**src/rtl/warp_dispatch_tracker_if.sv**
```systemverilog
// Issue/writeback bundle between the warp scheduler (master) and the dispatch tracker (slave).
interface warp_dispatch_tracker_if #(
    parameter int WARPS = 8,
    parameter int IDW   = 3,
    parameter int CW    = 4
);
    logic [WARPS-1:0] warp_enable;
    logic             issue_valid;
    logic [WARPS-1:0] issue_onehot;
    logic             issue_accept;
    logic             exec_stall;
    logic [WARPS-1:0] ready_mask;
    logic             wb_valid;
    logic [IDW-1:0]   wb_warp_id;
    logic [CW-1:0]    inflight;
    logic             err;
    logic             err_clear;

    modport master (
        output warp_enable, issue_valid, issue_onehot, exec_stall, err_clear,
        input  issue_accept, ready_mask, wb_valid, wb_warp_id, inflight, err
    );

    modport slave (
        input  warp_enable, issue_valid, issue_onehot, exec_stall, err_clear,
        output issue_accept, ready_mask, wb_valid, wb_warp_id, inflight, err
    );
endinterface

```
**src/rtl/warp_dispatch_tracker.sv**
```systemverilog
// Accepts one-hot warp issues, carries them through a LAT-deep execute pipeline and
// keeps each warp busy until its writeback, feeding ready_mask back to the scheduler.
module warp_dispatch_tracker #(
    parameter int WARPS = 8,
    parameter int IDW   = 3,
    parameter int LAT   = 4,
    parameter int CW    = 4
) (
    input  logic                   clk,
    input  logic                   rst,
    warp_dispatch_tracker_if.slave bus
);

    logic [WARPS-1:0] busy;
    logic [LAT-1:0]   vld_p;
    logic [IDW-1:0]   id_p [LAT];
    logic [CW-1:0]    count;
    logic             err_q;

    logic [IDW-1:0]   issue_id;
    logic             legal;
    logic             accept;
    logic             wb;
    logic [WARPS-1:0] set_mask;
    logic [WARPS-1:0] clr_mask;

    function automatic logic [IDW-1:0] encode(input logic [WARPS-1:0] oh);
        logic [IDW-1:0] idx;
        idx = '0;
        for (int i = 0; i < WARPS; i++) begin
            if (oh[i]) idx = idx | IDW'(i);
        end
        return idx;
    endfunction

    function automatic logic exactly_one(input logic [WARPS-1:0] v);
        int n;
        n = 0;
        for (int i = 0; i < WARPS; i++) begin
            if (v[i]) n = n + 1;
        end
        return (n == 1);
    endfunction

    // Legality looks only at the issue bundle and local flops, never at ready_mask.
    always_comb begin
        issue_id = encode(bus.issue_onehot);
        legal    = exactly_one(bus.issue_onehot)
                   && (|(bus.issue_onehot & bus.warp_enable & ~busy));
        accept   = bus.issue_valid && legal && !bus.exec_stall && !rst;
        wb       = vld_p[LAT-1] && !bus.exec_stall;
        set_mask = accept ? bus.issue_onehot : '0;
        clr_mask = wb ? ({{(WARPS-1){1'b0}}, 1'b1} << id_p[LAT-1]) : '0;
    end

    assign bus.issue_accept = accept;
    assign bus.wb_valid     = wb;
    assign bus.wb_warp_id   = wb ? id_p[LAT-1] : '0;
    assign bus.ready_mask   = bus.warp_enable & ~busy;
    assign bus.inflight     = count;
    assign bus.err          = err_q;

    // Control state: busy set, stage valids, in-flight count, sticky error
    always_ff @(posedge clk or posedge rst) begin
        if (rst) begin
            busy  <= '0;
            vld_p <= '0;
            count <= '0;
            err_q <= 1'b0;
        end else begin
            if (bus.issue_valid && !legal) begin
                err_q <= 1'b1;
            end else if (bus.err_clear) begin
                err_q <= 1'b0;
            end
            if (!bus.exec_stall) begin
                busy     <= (busy | set_mask) & ~clr_mask;
                vld_p[0] <= accept;
                for (int i = 1; i < LAT; i++) begin
                    vld_p[i] <= vld_p[i-1];
                end
                count <= count + CW'(accept) - CW'(wb);
            end
        end
    end

    // Stage ids are qualified by vld_p, so they carry no reset
    always_ff @(posedge clk) begin
        if (!bus.exec_stall) begin
            id_p[0] <= issue_id;
            for (int i = 1; i < LAT; i++) begin
                id_p[i] <= id_p[i-1];
            end
        end
    end

endmodule

```
**src/flat_wrapper.sv**
```systemverilog
// flat-port wrapper written by rule: the top's interface ports become plain ports
module warp_dispatch_tracker_flat 
#(
    parameter int WARPS = 8,
    parameter int IDW   = 3,
    parameter int LAT   = 4,
    parameter int CW    = 4
)
  (clk, rst, bus_warp_enable, bus_issue_valid, bus_issue_onehot, bus_exec_stall, bus_err_clear, bus_issue_accept, bus_ready_mask, bus_wb_valid, bus_wb_warp_id, bus_inflight, bus_err);
  warp_dispatch_tracker_if #(.WARPS(WARPS), .IDW(IDW), .CW(CW)) bus_i ();
  input  logic clk;
  input  logic rst;
  input wire logic [$bits(bus_i.warp_enable)-1:0] bus_warp_enable;
  input wire logic [$bits(bus_i.issue_valid)-1:0] bus_issue_valid;
  input wire logic [$bits(bus_i.issue_onehot)-1:0] bus_issue_onehot;
  input wire logic [$bits(bus_i.exec_stall)-1:0] bus_exec_stall;
  input wire logic [$bits(bus_i.err_clear)-1:0] bus_err_clear;
  output wire logic [$bits(bus_i.issue_accept)-1:0] bus_issue_accept;
  output wire logic [$bits(bus_i.ready_mask)-1:0] bus_ready_mask;
  output wire logic [$bits(bus_i.wb_valid)-1:0] bus_wb_valid;
  output wire logic [$bits(bus_i.wb_warp_id)-1:0] bus_wb_warp_id;
  output wire logic [$bits(bus_i.inflight)-1:0] bus_inflight;
  output wire logic [$bits(bus_i.err)-1:0] bus_err;
  assign bus_i.warp_enable = bus_warp_enable;
  assign bus_i.issue_valid = bus_issue_valid;
  assign bus_i.issue_onehot = bus_issue_onehot;
  assign bus_i.exec_stall = bus_exec_stall;
  assign bus_i.err_clear = bus_err_clear;
  assign bus_issue_accept = bus_i.issue_accept;
  assign bus_ready_mask = bus_i.ready_mask;
  assign bus_wb_valid = bus_i.wb_valid;
  assign bus_wb_warp_id = bus_i.wb_warp_id;
  assign bus_inflight = bus_i.inflight;
  assign bus_err = bus_i.err;
  warp_dispatch_tracker #(.WARPS(WARPS), .IDW(IDW), .LAT(LAT), .CW(CW)) u_core (.clk(clk), .rst(rst), .bus(bus_i));
endmodule
```
**config.mk**
```make
export PLATFORM = sky130hd
export DESIGN_NAME = warp_dispatch_tracker_flat
export DESIGN_NICKNAME = d
export VERILOG_FILES = /design/src/rtl/warp_dispatch_tracker_if.sv /design/src/rtl/warp_dispatch_tracker.sv /design/src/flat_wrapper.sv
export SDC_FILE = /design/constraint.sdc
export NUM_CORES = 1
export LEC_CHECK = 0
export ABC_AREA = 1
export CAP_MARGIN = 15
export CORE_AREA = 3 3 89 91
export CTS_CLUSTER_DIAMETER = 120
export DETAILED_ROUTE_END_ITERATION = 10
export DIE_AREA = 0 0 92 94
export PLACE_DENSITY = 0.47
export SLEW_MARGIN = 10
export SYNTH_ARGS = -nofsm -noshare
export SYNTH_HDL_FRONTEND = slang
export SYNTH_SLANG_ARGS = --single-unit
```
**constraint.sdc**
```tcl
create_clock -name clk -period 7 [get_ports clk]
set_input_delay 1.4 -clock clk [delete_from_list [all_inputs] [get_ports clk]]
set_output_delay 1.4 -clock clk [all_outputs]
set_load 0.1 [all_outputs]
```
Word level (Yosys, flattened, before mapping)
Memories as Yosys holds them, arrays and structs flattened.
Index checks and enable logic that the tools add are counted.
{"block": "totals", "mem_bits_rw": 12, "rom_bits": 0, "mem_count": 1, "latch_bits": 0, "regBits": 17, "wordCells": 55, "output_inout_bits": 18}
{"block": "classes", "n_addsub": 9, "n_mul": 0, "order_cmp": 0, "eq_ne": 1, "div_mod_pow": 0, "reduce_logical": 11, "n_bitwise": 7, "n_shift": 1, "mux": 21}
{"name": "u_core.id_p", "depth": 4, "width": 3, "read_ports": 4, "rd_clocked_by_memory_dff": 0, "wr": 4, "line": "warp_dispatch_tracker.sv:16", "rtl": "logic [IDW-1:0] id_p [LAT];"}
{"cell": "$mux W32", "n": 7}
{"cell": "$add A32 B2 Y32 const B", "n": 6}
{"cell": "$and A8 B8 Y8", "n": 4}
{"cell": "$eq A32 B2 Y1 const B", "n": 1}
{"cell": "$mux W8", "n": 2}
{"cell": "$not A8 Y8", "n": 2}
{"cell": "$mux W3", "n": 5}
{"cell": "$or A8 B8 Y8", "n": 1}
{"cell": "$reduce_or A8 Y1", "n": 1}
{"cell": "$shl A1 B3 Y8 const A", "n": 1}
{"cell": "$logic_and A1 B1 Y1", "n": 6}
{"cell": "$mux W1", "n": 5}
{"cell": "$add A4 B1 Y4", "n": 1}
{"cell": "$mux W2", "n": 2}
{"cell": "$sub A4 B1 Y4", "n": 1}
{"cell": "$logic_not A1 Y1", "n": 3}
{"cell": "$add A1 B1 Y2 const B", "n": 1}
{"cell": "$reduce_bool A2 Y1", "n": 1}

Depth between registers and ports, before layout
{"block": "logic_depth", "ltp_word": 23, "mapped_depth": 36, "mapped_depth_nobuf": 36}

Worst setup path after synthesis
Ideal clock, no wire load.
{"block": "synth_timing", "path_kind": "input-to-output", "from": "input bus_issue_onehot[0]", "to": "output bus_issue_accept", "cell_stages": 26, "path_slack_ns": 0.371, "arrival_time_ns": 5.229, "cell_sequence": "inv_1 > ha_1 > inv_1 > nand2_2 > nand2_2 > inv_1 > ha_1 > nand2_1 > nand2_1 > ha_1 > or2_1 > nand2_1 > inv_1 > ha_1 > nand2_1 > nand2_1 > ha_1 > nand2_1 > nand2_1 > ha_1 > or2_2 > nand2_1 > nand3_4 > nor2_8 > nand3_2 > inv_2"}
{"block": "synth_between", "elab_chain_len": 20}
{"item": "start, declared", "line": "flat_wrapper.sv:15", "rtl": "input wire logic [$bits(bus_i.issue_onehot)-1:0] bus_issue_onehot;"}
{"item": "$mux W1", "line": "warp_dispatch_tracker.sv:40", "rtl": "if (v[i]) n = n + 1;"}
{"item": "$add A1 B1 Y2", "line": "warp_dispatch_tracker.sv:40"}
{"item": "$mux W32", "line": "warp_dispatch_tracker.sv:40"}
{"item": "$add A32 B2 Y32", "line": "warp_dispatch_tracker.sv:40"}
{"item": "$mux W32", "line": "warp_dispatch_tracker.sv:40"}
{"item": "$add A32 B2 Y32", "line": "warp_dispatch_tracker.sv:40"}
{"item": "$mux W32", "line": "warp_dispatch_tracker.sv:40"}
{"item": "$add A32 B2 Y32", "line": "warp_dispatch_tracker.sv:40"}
{"item": "(+2 left out)"}
{"item": "$mux W32", "line": "warp_dispatch_tracker.sv:40"}
{"item": "$add A32 B2 Y32", "line": "warp_dispatch_tracker.sv:40"}
{"item": "$mux W32", "line": "warp_dispatch_tracker.sv:40"}
{"item": "$add A32 B2 Y32", "line": "warp_dispatch_tracker.sv:40"}
{"item": "$mux W32", "line": "warp_dispatch_tracker.sv:40"}
{"item": "$eq A32 B2 Y1", "line": "warp_dispatch_tracker.sv:42", "rtl": "return (n == 1);"}
{"item": "$logic_and A1 B1 Y1 *", "line": "warp_dispatch_tracker.sv:49", "rtl": "&& (|(bus.issue_onehot & bus.warp_enable & ~busy));"}
{"item": "$logic_and A1 B1 Y1 * (3 in series)", "line": "warp_dispatch_tracker.sv:50", "rtl": "accept = bus.issue_valid && legal && !bus.exec_stall && !rst;"}
{"item": "end, declared", "line": "flat_wrapper.sv:18", "rtl": "output wire logic [$bits(bus_i.issue_accept)-1:0] bus_issue_accept;"}
Mark *: on every way between the ends. The rest lies on a longest branch, timed or not.

Worst setup path in the final report
{"block": "layout_timing", "from": "input bus_issue_onehot[2]", "to": "output bus_issue_accept"}
{"block": "layout_between", "elab_chain_len": 16}
{"item": "$mux W32", "line": "warp_dispatch_tracker.sv:40"}
{"item": "$add A32 B2 Y32", "line": "warp_dispatch_tracker.sv:40"}
{"item": "$mux W32", "line": "warp_dispatch_tracker.sv:40"}
{"item": "$add A32 B2 Y32", "line": "warp_dispatch_tracker.sv:40"}
{"item": "$mux W32", "line": "warp_dispatch_tracker.sv:40"}
{"item": "$add A32 B2 Y32", "line": "warp_dispatch_tracker.sv:40"}
{"item": "$mux W32", "line": "warp_dispatch_tracker.sv:40"}
{"item": "$add A32 B2 Y32", "line": "warp_dispatch_tracker.sv:40"}
{"item": "$mux W32", "line": "warp_dispatch_tracker.sv:40"}
{"item": "$add A32 B2 Y32", "line": "warp_dispatch_tracker.sv:40"}
{"item": "$mux W32", "line": "warp_dispatch_tracker.sv:40"}
{"item": "$eq A32 B2 Y1", "line": "warp_dispatch_tracker.sv:42"}
{"item": "$logic_and A1 B1 Y1 *", "line": "warp_dispatch_tracker.sv:49"}
{"item": "$logic_and A1 B1 Y1 * (3 in series)", "line": "warp_dispatch_tracker.sv:50"}
Marks and branches as above.

==> flow_metrics.py <==
metrics = {
    "timing": {
        "hold_viol": 0,
        "worst_slew_pin_slew_ps": 976,
        "max_slew_margin": 0.347,
        "timing.fmax_mhz": 149,
        "slew_viol_final": 0,
        "min_period_ps": 6710,
        "fin_tns_setup_ps": 0,
        "setup_violations": 0,
        "post-route-period-util": 0.958,
        "skew_ps": 3.81,
        "rsz0062_at_grt": "no",
    },
    "grt": {
        "grt_pass1_vias": 1867,
        "track_usage": 0.134,
        "grt_max_degree": 19,
        "antenna_found_initial": 0,
        "grt_pass1_wl_um": 9090,
        "overflow": 0,
    },
    "final_layout": {
        "syn_to_final_growth_pct": 38.3,
        "num-fill-cells": 776,
        "drive_gt1_frac": 0.241,
        "antenna_cells": 0,
        "design_area_um2": 2930,
        "multi_input_area_um2": 1150,
        "fin_util": 0.406,
        "fin_nets": 368,
        "stdcell_count": 435,
        "register_area_um2": 786,
    },
    "die": {
        "io_pins": 39,
        "rows": 31,
        "dieHeight_um": 94,
        "start_util": 0.294,
        "core_um2": 7210,
        "die_area_um2": 8650,
        "fp.dieW_um": 92,
    },
    "min_path": {
        "hp-class": "reg2reg",
        "hold_path_depth": 0,
    },
    "drt": {
        "drtIter0Drc": 77,
        "drc": 0,
        "vias": 1919,
        "drt_first_pass_iters": 4,
        "wl_per_cell_um": 12.6,
        "viasPerCell": 4.41,
        "ant_nets": 0,
        "finalWirelength_um": 5490,
    },
    "setup_path": {
        "cp_num_buf_inv": 5,
        "cp-end-kind": "output pin",
        "crit_slowest_cell": "clkdlybuf4s50_1",
        "slowest_delay_ps": 630,
        "worst_setup_path_start_kind": "input port",
        "cp.depth": 25,
        "crit_top_cell": "nand2_2",
        "ff2ff_path_depth": 16,
        "worst_ep_required_time_ps": 5600,
        "critPathMaxFanout": 6,
        "critPathArrivalTime_ps": 5310,
        "critical-path-top-delay-family": "simple AND/OR/NAND/NOR gates",
        "crit_type": "in2out",
    },
    "power_and_ir_drop": {
        "clkPwrFrac": 0.257,
        "powerDensity_nw_per_um2": 246,
        "design_power_total_mw": 0.721,
        "swShare": 0.416,
        "switchingPower_mw": 0.300,
        "worst_ir_drop_vdd_v": 0.0000751,
        "p_int_mw": 0.421,
        "power.leakage_nw": 1.43,
        "p_comb_frac": 0.445,
        "p_seq_frac": 0.298,
    },
    "logic_synthesis": {
        "ys_async_sr_fraction": 0.586,
        "syn_nets": 307,
        "syn_area_per_cell_um2": 7.73,
        "synth_warnings": 0,
        "synth_top_area_frac": 0.201,
        "netlist_top_cells_area": "dfrtp_1 20%, edfxtp_1 17%, nand2_1 10%, inv_1 9.2%, ha_1 6.5%",
        "ys.flop_type": "dfrtp_1",
        "yosysSeqAreaShare": 0.371,
        "ys_ff_latch": 29,
        "synth_edf_count": 12,
        "ys_types": 33,
        "synth_area_um2": 2120,
        "syn_inst": 274,
        "synth_top_area_cell": "dfrtp_1",
    },
    "cts": {
        "cts_tree": "done",
        "clkTransAtPathRegs_ps": 70,
        "root_buffer": "clkbuf_8",
        "clkLatencyLatePin_ps": 280,
        "cts.path.max_buffers": 2,
        "cts-htree-levels": 2,
        "cts-buffers-inserted": 5,
        "cts_sinks": 29,
    },
    "placed_design": {
        "io_buffers": 38,
        "dp.cells": 426,
        "place_hpwl_um": 4340,
        "place_area_um2": 2750,
        "gp_congestion": 0.757,
    },
    "flow_run": {
        "drv_cap": 0,
    },
    "run_status": {
        "outcome": "completed",
    },
}
==> worst register-to-register path: cells and delay by family, from the launching register on <==
kind,cells,cell delay [ps]
xor gates and xnor gates,1,160
DFF,1,380
AOI/OAI and AO/OA,3,520
and+or+nand+nor,7,840
adders and majority gates,2,430
buffers and inverters,3,280
==> worst paths after layout <==
check | startpoint | to | slack, ps
min in group asynchronous | rst | u_core.busy[2] | 1560
max | bus_issue_onehot[2] | bus_issue_accept | 290
min | u_core.id_p[2][2] | u_core.id_p[3][2] | 420
min reg2reg | u_core.id_p[2][2] | u_core.id_p[3][2] | 420
max in group asynchronous | rst | u_core.bus.inflight[3] | 4950
max reg2reg | u_core.busy[3] | u_core.bus.inflight[3] | 4320
==> synthesized netlist by cell type, types with 2 or more instances <==
master and instances:
nand2_1 57, inv_1 52, nor2_1 25, dfrtp_1 17
nand3_1 17, nand2_2 14, nand4_1 13, edfxtp_1 12
ha_1 11, a21oi_1 8, nand3_2 8, a22oi_1 4
nand2_4 4, o21ai_0 4, inv_2 3, nor2_2 3
or2_2 3, clkinv_1 2, o21ai_1 2, xor2_1 2
==> routing by layer <==
| layer | wire [um] | GRT usage | part of all wire |
|---|---|---|---|
| met5 | 0 | 0 | 0 |
| met4 | 48 | 0.0384 | 0.0087 |
| met3 | 214 | 0.0304 | 0.039 |
| met2 | 2730 | 0.232 | 0.50 |
| met1 | 2500 | 0.168 | 0.45 |
==> flip-flops by register name, summed over array words and instances (netlist names) <==
register and count:
u_core.vld_p 4, u_core.busy 8, u_core.bus.err 1, u_core.bus.inflight 4, u_core.id_p 12
==> power groups by stage <==
stage | Sequential, mW | Clock (mW) | Combinational [mW]
3_3_place_gp | 0.219 | 0 | 0.311
4_1_cts | 0.215 | 0.189 | 0.316
6_report | 0.215 | 0.185 | 0.320
3_5_place_dp | 0.219 | 0 | 0.313
2_1_floorplan | 0.285 | 0 | 0.161
5_1_grt | 0.218 | 0.198 | 0.347
==> layout by cell type, fill, tap and decap left out, types with 6 or more instances in the layout <==
master	Yosys	routed
a21oi_1	8	8
buf_4	0	17
clkbuf_8	0	6
clkdlybuf4s50_1	0	35
dfrtp_1	17	17
edfxtp_1	12	12
ha_1	11	9
inv_1	52	48
inv_2	3	6
nand2_1	57	50
nand2_2	14	21
nand3_1	17	17
nand3_2	8	7
nand4_1	13	13
nor2_1	25	25
==> final cells by class <==
cell class                 instances  area share
tap                               99      0.0423
timing repair buffer              56       0.181
inverter                          58      0.0760
clock inverter                     2      0.0128
clock buffer                       6      0.0282
sequential                        29       0.268
multi-input combinational        185       0.392
==> per-stage QoR <==
| step | setup WS (ps) | hold slack (ps) |
|---|---|---|
| floorplan | 371 | 400 |
| global placement | -74.0 | 402 |
| detailed placement | -113 | 406 |
| CTS | 8.51 | 423 |
| global route | 20.6 | 421 |
| finish | 291 | 422 |
==> timing repair <==
| action | in CTS | in global routing |
|---|---|---|
| hold buffers | 0 | 0 |
| resized for setup | 4 | 14 |
| pin swaps | 1 | 4 |
| buffers inserted | 1 | 0 |
| endpoints found under the setup margin | 1 | 1 |
| gates cloned | 0 | 0 |
==> cells by family (layout without fill, tap and decap cells) <==
family | count (synthesis) | count (layout) | share of synthesized area
buffers and inverters | 60 | 122 | 0.111
AO/OA/AOI/OAI | 21 | 21 | 0.0608
flip-flops | 29 | 29 | 0.371
AND/OR/NAND/NOR | 150 | 150 | 0.374
adder cells (fa/ha/maj) | 12 | 12 | 0.0744
XOR/XNOR | 2 | 2 | 0.00827
(Power assumes the default switching activity.)
